--- src/rtl/checkout_payment.sv ---
// checkout_payment: payment/checkout stage of the scale-pricing transaction.
// Latches the order total on a checkout press, accumulates button-entered
// payments, and reports change (DONE) or a refund (REFUND) for a hold period.
// Optional feature macro: CHECKOUT_TIMEOUT_EN (auto-refund after an idle
// period in COLLECT). Without it, COLLECT waits indefinitely.
module checkout_payment #(
    parameter int unsigned HOLD_CYCLES    = 50_000_000,
    parameter int unsigned TIMEOUT_CYCLES = 500_000_000
) (
    input  logic        clk,
    input  logic        reset,
    input  logic [15:0] total,
    input  logic [3:0]  item_count,
    input  logic        start,
    input  logic [3:0]  coin,
    input  logic        pay,
    input  logic        cancel,
    output logic [1:0]  state,
    output logic [15:0] due,
    output logic [15:0] paid,
    output logic [15:0] change,
    output logic [3:0]  items,
    output logic [3:0]  pay_count,
    output logic        done
);

    localparam int unsigned CNT_W = 32;
    localparam logic [CNT_W-1:0] HOLD_LAST = CNT_W'(HOLD_CYCLES - 1);

    typedef enum logic [1:0] {
        IDLE    = 2'b00,
        COLLECT = 2'b01,
        DONE    = 2'b10,
        REFUND  = 2'b11
    } state_t;

    state_t           state_q;
    logic             start_prev, pay_prev, cancel_prev;
    logic [CNT_W-1:0] hold_cnt;

    logic        start_ev, pay_ev, cancel_ev;
    logic        pay_ok, tmo_fire, refund_go, pay_covers;
    logic [15:0] coin_ext, paid_next;
    logic [16:0] paid_sum;

    assign state = state_q;

    // Button edge events and payment arithmetic shared by the FSM and timer.
    always_comb begin
        start_ev   = start & ~start_prev;
        pay_ev     = pay & ~pay_prev;
        cancel_ev  = cancel & ~cancel_prev;
        coin_ext   = 16'(coin);
        paid_sum   = {1'b0, paid} + 17'(coin_ext);
        paid_next  = paid_sum[16] ? 16'hFFFF : paid_sum[15:0];
        pay_covers = (coin_ext >= due);
        pay_ok     = pay_ev && (coin != 4'd0) && !cancel_ev;
    end

`ifdef CHECKOUT_TIMEOUT_EN
    localparam logic [CNT_W-1:0] TMO_LAST = CNT_W'(TIMEOUT_CYCLES - 1);
    logic [CNT_W-1:0] tmo_cnt;

    // An accepted payment in the expiry cycle takes priority over the timeout.
    assign tmo_fire = (state_q == COLLECT) && (tmo_cnt == TMO_LAST) && !pay_ok;

    // Idle timer: restarts outside COLLECT and on every accepted payment.
    always_ff @(posedge clk) begin
        if (reset) begin
            tmo_cnt <= '0;
        end else if (state_q != COLLECT || pay_ok) begin
            tmo_cnt <= '0;
        end else begin
            tmo_cnt <= tmo_cnt + CNT_W'(1);
        end
    end
`else
    assign tmo_fire = 1'b0;
`endif

    assign refund_go = cancel_ev || tmo_fire;

    // Transaction FSM with registered outputs and button edge registers.
    always_ff @(posedge clk) begin
        if (reset) begin
            state_q     <= IDLE;
            due         <= '0;
            paid        <= '0;
            change      <= '0;
            items       <= '0;
            pay_count   <= '0;
            done        <= 1'b0;
            start_prev  <= 1'b0;
            pay_prev    <= 1'b0;
            cancel_prev <= 1'b0;
            hold_cnt    <= '0;
        end else begin
            start_prev  <= start;
            pay_prev    <= pay;
            cancel_prev <= cancel;
            done        <= 1'b0;
            case (state_q)
                IDLE: begin
                    if (start_ev && total != 16'd0) begin
                        state_q   <= COLLECT;
                        due       <= total;
                        items     <= item_count;
                        paid      <= '0;
                        change    <= '0;
                        pay_count <= '0;
                    end
                end
                COLLECT: begin
                    hold_cnt <= '0;
                    if (refund_go) begin
                        state_q <= REFUND;
                        change  <= paid;
                        due     <= '0;
                        done    <= 1'b1;
                    end else if (pay_ok) begin
                        paid <= paid_next;
                        if (pay_count != 4'hF) begin
                            pay_count <= pay_count + 4'd1;
                        end
                        if (pay_covers) begin
                            state_q <= DONE;
                            change  <= coin_ext - due;
                            due     <= '0;
                            done    <= 1'b1;
                        end else begin
                            due <= due - coin_ext;
                        end
                    end
                end
                default: begin
                    // DONE / REFUND: results frozen until the hold expires.
                    if (hold_cnt == HOLD_LAST) begin
                        state_q   <= IDLE;
                        hold_cnt  <= '0;
                        due       <= '0;
                        paid      <= '0;
                        change    <= '0;
                        pay_count <= '0;
                    end else begin
                        hold_cnt <= hold_cnt + CNT_W'(1);
                    end
                end
            endcase
        end
    end

endmodule
--- config.mk ---
export PLATFORM = sky130hd
export DESIGN_NAME = checkout_payment
export DESIGN_NICKNAME = d
export VERILOG_FILES = /design/src/rtl/checkout_payment.sv
export SDC_FILE = /design/constraint.sdc
export NUM_CORES = 1
export LEC_CHECK = 0
export CORE_MARGIN = 2
export CORE_UTILIZATION = 45
export DETAILED_ROUTE_END_ITERATION = 16
export PLACE_DENSITY_LB_ADDON = 0.3
export SLEW_MARGIN = 25
export SYNTH_ARGS = -nofsm -noshare
export SYNTH_HDL_FRONTEND = slang
export SYNTH_SLANG_ARGS = --single-unit
export TNS_END_PERCENT = 30
--- constraint.sdc ---
create_clock -name clk -period 3.7 [get_ports clk]
set_clock_uncertainty 0.05 [all_clocks]
set_input_delay 0.37 -clock clk [delete_from_list [all_inputs] [get_ports clk]]
set_output_delay 0.37 -clock clk [all_outputs]
set_load 0.02 [all_outputs]
==> results of run 1 <==
-- metal layers --
metal | up-vias | part of all wire, % | GRT usage (%)
met5 | - | 0 | 0
met1 | 2629 | 44 | 35.7
met3 | 34 | 7.7 | 4.57
li1 | 2728 | - | -
met4 | 0 | 2.0 | 10.4
met2 | 255 | 46 | 42.2
-- cells by family (layout without fill, tap and decap cells) --
logic type	after synthesis	after routing
AND/OR/NAND/NOR	281	281
AO/OA/AOI/OAI	212	212
buffers and inverters	72	153
adder cells (fa/ha/maj)	17	17
multiplexers	6	6
flip-flops	94	94
XOR/XNOR	19	19
-- area by class of cell --
type | instances | area, sq um | share of cell area (%)
inverter | 36 | 135 | 2.00
timing repair buffer | 101 | 976 | 14.5
multi-input combinational | 535 | 3230 | 48.0
clock buffer | 10 | 229 | 3.39
clock inverter | 6 | 110 | 1.63
sequential | 94 | 1880 | 27.9
tap | 143 | 179 | 2.65
-- per-stage QoR --
| stage | total power [W] | hold WS, ns |
|---|---|---|
| 2_1_floorplan | 0.00271 | 0.391 |
| 3_3_place_gp | 0.00341 | 0.407 |
| 3_5_place_dp | 0.00344 | 0.418 |
| 4_1_cts | 0.00452 | 0.435 |
| 5_1_grt | 0.00481 | 0.453 |
| 6_report | 0.00455 | 0.433 |
-- where the power goes --
| part | internal, W | total (W) | switching, W | leakage [nW] |
|---|---|---|---|---|
| sequential | 0.00115 | 0.00137 | 0.000221 | 0.762 |
| clock | 0.000660 | 0.00107 | 0.000411 | 0.159 |
| combinational | 0.000819 | 0.00211 | 0.00129 | 1.53 |
-- worst max-delay path, stage by stage --
cell and delay (ns):
clkdlybuf4s50_1 0.54, inv_1 0.06, ha_1 0.23, fa_1 0.38, nand2b_1 0.18, a21oi_1 0.21
o211a_1 0.33, o211ai_1 0.11, buf_4 0.25, a2111oi_0 0.43, a31o_2 0.16
-- state kept, by name (all words and copies together), names as in the netlist, 2 cells and up --
name and flops:
items 4, hold_cnt 32, state 2, paid 16
due 16, change 16, pay_count 4
-- synth_stat cells (10+ instances only) --
library cell / number
o21ai_0: 71
ha_1: 14
nand2_1: 75
and3_1: 12
buf_2: 10
clkbuf_1: 23
nor3_1: 21
xnor2_1: 13
inv_1: 35
nor2_1: 62
a21oi_1: 44
dfxtp_1: 94
nor4_1: 18
nand3_1: 28
nand4_1: 11
-- worst min path at each step --
stage / slack [ns] / endpoint / from
2_1_floorplan: 0.39 / hold_cnt[14] / hold_cnt[14]
3_3_place_gp: 0.41 / hold_cnt[15] / hold_cnt[15]
3_5_place_dp: 0.42 / hold_cnt[15] / hold_cnt[15]
4_1_cts: 0.44 / hold_cnt[15] / hold_cnt[15]
5_1_grt: 0.45 / change[6] / change[6]
6_report: 0.43 / hold_cnt[15] / hold_cnt[15]
==> impl_metrics.yaml, run 1 <==
clock_tree:
  clockBufferDepth: 2
  cts-root-buf: "clkbuf_16"
  cts.hold.buffers_added: 0
  postCtsSetupRepairBufs: 0
  cts_buffers: 9
  cts_tree: "done"
  cts_sinks: 94
  cts_resized: 0
  clkLatencyLatePin_ns: 0.35
  clk_pin_slew_worst_paths_ns: 0.06
  ctsHtreeMaxLevel: 3
cells_and_area:
  mostFrequentLayoutCell: "dfxtp_1"
  drive_above_1_share_pct: 5.75
  final_cell_count_no_fill: 925
  diodes: 0
  fill_cells: 1064
  utilization_pct: 58.3
  final_area_sq_um: 6750
  syn_to_final_growth_pct: 25.1
  layout_common_cells: "dfxtp_1, clkdlybuf4s50_1, nand2_1"
  finalNetCount: 823
run:
  cap_violations: 0
sta:
  hold_viol_final: 0
  clock.fmax_mhz: 332
  tns_ns: 0
  worst_slew_pin_slew_ns: 0.813
  worst_slack_ns: 0.689
  finalSetupViolCount: 0
  post-route-min-period_ns: 3.01
  fin_crit_sh_pct: 81.4
  drv_slew: 0
  grt_setup_unrepaired: "false"
  relSlewSlack_pct: 45.8
route:
  routed_wl_mm: 16.6
  ant_nets: 0
  drc: 0
  dr.pass1.iters: 5
  post_drt_via_cell_ratio: 6.10
  drt-initial-drc-count: 571
  drt-wirelength-per-cell_microns: 17.9
  vias: 5646
place:
  postPlaceCellArea_sq_um: 6400
  dp_hpwl_mm: 12.1
  dp_worst_setup_slack_ns: 0.260
  dp.cells: 909
  numPortBuffers: 87
  globalplace.congestion: 0.978
floorplan:
  dieHeight_microns: 113
  core_area_sq_um: 11600
  dieArea_sq_um: 12900
  ioPinCount: 88
  start_util_pct: 46.6
  fp.dieW_microns: 113
  rows: 39
logic_synthesis:
  synth_fa_ha_area_share_pct: 4.36
  synth_mux_area_share_pct: 1.11
  synth-xor-area-share_pct: 3.09
  yosys-top-cells-area: "dfxtp_1, o21ai_0, nand2_1, nor2_1, a21oi_1"
  synth_top_family_by_area: "simple AND/OR/NAND/NOR gates"
  syn_area_sq_um: 5390
  netlist_instances: 701
  synth_cell_types: 60
  synth-seq-cells: 94
  synthesis.nets: 747
  ys_warn_count: 0
  synthArstFlopShare_pct: 0
  synth_compound_area_share_pct: 25.3
  ys_seq_area_share_pct: 34.9
  synth_edf_count: 0
  yosysTopAreaCellShare_pct: 34.9
  syn_area_per_cell_sq_um: 7.69
  yosys_most_used_dff: "dfxtp_1"
  yosysTopAreaCell: "dfxtp_1"
  yosys.area_share.simple_pct: 25.8
setup_path:
  crit_path_end_kind: "flip-flop"
  ff2ff_setup_slack_ns: 0.80
  crit_type: "input pin to flip-flop"
  crit_arrival_ns: 3.26
  crit_start: "coin[0]"
  r2r_start: "state[0]"
  worst_setup_path_endpoint: "change[4]"
  cp_max_fo: 29
  start_kind: "input pin"
  r2r-end: "due[10]"
  worstPathRequired_ns: 3.95
  reg2reg_depth: 6
outcome:
  status: "finished clean"
global_routing:
  overflow: 0
  grt_usage_pct: 26.4
  grt_pass1_vias: 5346
  grt_first_pass_wirelength_mm: 27.5
  antenna_found_initial: 0
  grt_max_degree: 40
pwr:
  p_per_area_nw_per_um2: 674
  ir_worst_vdd_v: 0.000308
  p_leak_nw: 2.45
hold_path:
  hold_path_class: "flip-flop to flip-flop"
  hold-path-cell-count: 1
Note: power is estimated with default switching activity, not from simulation.
==> run 2: changes to the inputs <==
==> constraint.sdc (replaced) <==
create_clock -name clk -period 2.76 [get_ports clk]
set_clock_uncertainty 0.05 [all_clocks]
set_input_delay 0.276 -clock clk [delete_from_list [all_inputs] [get_ports clk]]
set_output_delay 0.276 -clock clk [all_outputs]
set_load 0.02 [all_outputs]
==> run 2 against run 1 <==
Net effect: critical path depth unchanged; sequential share of layout area is 1.4 points lower; sequential power is 30% higher; count of clock-buffer cells in the layout unchanged; core utilization increased by 3.0 points; flip-flop and latch count stayed put.
==> impl_metrics.yaml, run 2 (synthesis gave the netlist of run 1 again) <==
cells_and_area:
  layout_common_cells: "dfxtp_1, clkdlybuf4s50_1, nand2_1"
  syn_to_final_growth_pct: 31.6
  mostFrequentLayoutCell: "dfxtp_1"
  top_register: "hold_cnt"
  finalNetCount: 864
  largest_reg_flops: 32
  utilization_pct: 61.3
  drive_above_1_share_pct: 11.3
  diodes: 0
setup_path:
  crit_type: "input pin to flip-flop"
  crit_arrival_ns: 2.85
  worstPathRequired_ns: 3.02
  cp_max_fo: 5
  reg2reg_depth: 9
  start_kind: "input pin"
  crit_path_end_kind: "flip-flop"
global_routing:
  grt_pass1_vias: 5708
  grt-busiest-layer: "met2"
  antenna_found_initial: 0
  grt_max_degree: 40
  grt_use_met1_pct: 36.3
  grt_usage_pct: 27.6
  overflow: 0
  grt_use_met2_pct: 44.6
  grt_first_pass_wirelength_mm: 28.5
  met3_usage_pct: 5.69
pwr:
  p_per_area_nw_per_um2: 907
  p_leak_nw: 2.65
  ir_worst_vdd_v: 0.000447
clock_tree:
  cts_tree: "done"
  postCtsSetupRepairBufs: 0
  ctsHtreeMaxLevel: 3
  clk_pin_slew_worst_paths_ns: 0.07
  cts_buffers: 9
  cts-root-buf: "clkbuf_16"
  clkLatencyLatePin_ns: 0.36
  cts_sinks: 94
  clockBufferDepth: 2
route:
  drt-wirelength-per-cell_microns: 18.0
  dr.pass1.iters: 7
  drc: 0
  routed_wl_mm: 17.4
  ant_nets: 0
  post_drt_via_cell_ratio: 6.11
  vias: 5905
  drt-initial-drc-count: 456
sta:
  drv_slew: 0
  tns_ns: 0
  fin_crit_sh_pct: 93.8
  clock.fmax_mhz: 386
  finalSetupViolCount: 0
  relSlewSlack_pct: 48.0
  worst_slew_pin_slew_ns: 0.777
  post-route-min-period_ns: 2.59
  grt_setup_unrepaired: "false"
  hold_viol_final: 0
hold_path:
  hold_path_class: "flip-flop to flip-flop"
  hold-path-cell-count: 1
floorplan:
  ioPinCount: 88
  dieHeight_microns: 113
  dieArea_sq_um: 12900
  start_util_pct: 46.6
  rows: 39
  fp.dieW_microns: 113
  core_area_sq_um: 11600
run:
  cap_violations: 0
place:
  numPortBuffers: 87
  globalplace.congestion: 0.947
  dp_hpwl_mm: 12.8
outcome:
  status: "finished clean"
run 2: timing repair:
action                     in CTS  in global routing
setup endpoints to repair       0                 18
resized for setup               0                 12
hold buffers                    0                  0
run 2: layout make-up:
class                   count  area (sq um)
multi-input cells         535          3280
flip-flops and latches     94          1880
well taps                 143           179
clock inverters             6          85.1
fillers                  1022          4470
clock buffers              10           239
repair buffers            142          1300
inverters                  36           135
run 2: power breakdown:
group          total [W]  internal (W)  switching (W)  leakage, nW
combinational    0.00328       0.00136        0.00192         1.74
sequential       0.00178       0.00154       0.000241        0.762
clock            0.00137      0.000815       0.000555        0.154
run 2: through the flow:
stage               power, W  cells  area (sq um)  hold slack, ns  worst slack [ns]
finish               0.00643    966          7090           0.444             0.170
global route         0.00680    966          7090           0.461           0.00791
CTS                  0.00634    966          7050           0.438            0.0310
detailed placement   0.00496    950          6720           0.428            -0.338
global placement     0.00491    950          6720           0.411            -0.144
floorplan            0.00364    701          5390           0.335             0.288
run 2: routing by layer:
metal / wire length, microns / part of all wire (%)
met4: 511 / 2.9
met2: 7880 / 45
met1: 7620 / 44
met3: 1340 / 7.7
met5: 0 / 0
run 2: final timing paths:
path | start | slack, ns | endpoint
worst min register to register | hold_cnt[14] | 0.44 | hold_cnt[14]
worst max-delay path | coin[0] | 0.17 | change[10]
worst min-delay path | hold_cnt[14] | 0.44 | hold_cnt[14]
worst max register to register | due[0] | 0.26 | change[10]
run 2: critical path, stage by stage:
cell and delay, ns:
clkdlybuf4s50_1 0.47, inv_1 0.05, ha_1 0.23, fa_1 0.39, nand2b_1 0.20, a211oi_1 0.24
buf_4 0.18, nand2_1 0.06, xnor2_1 0.12, a2111oi_0 0.45, a31o_2 0.16
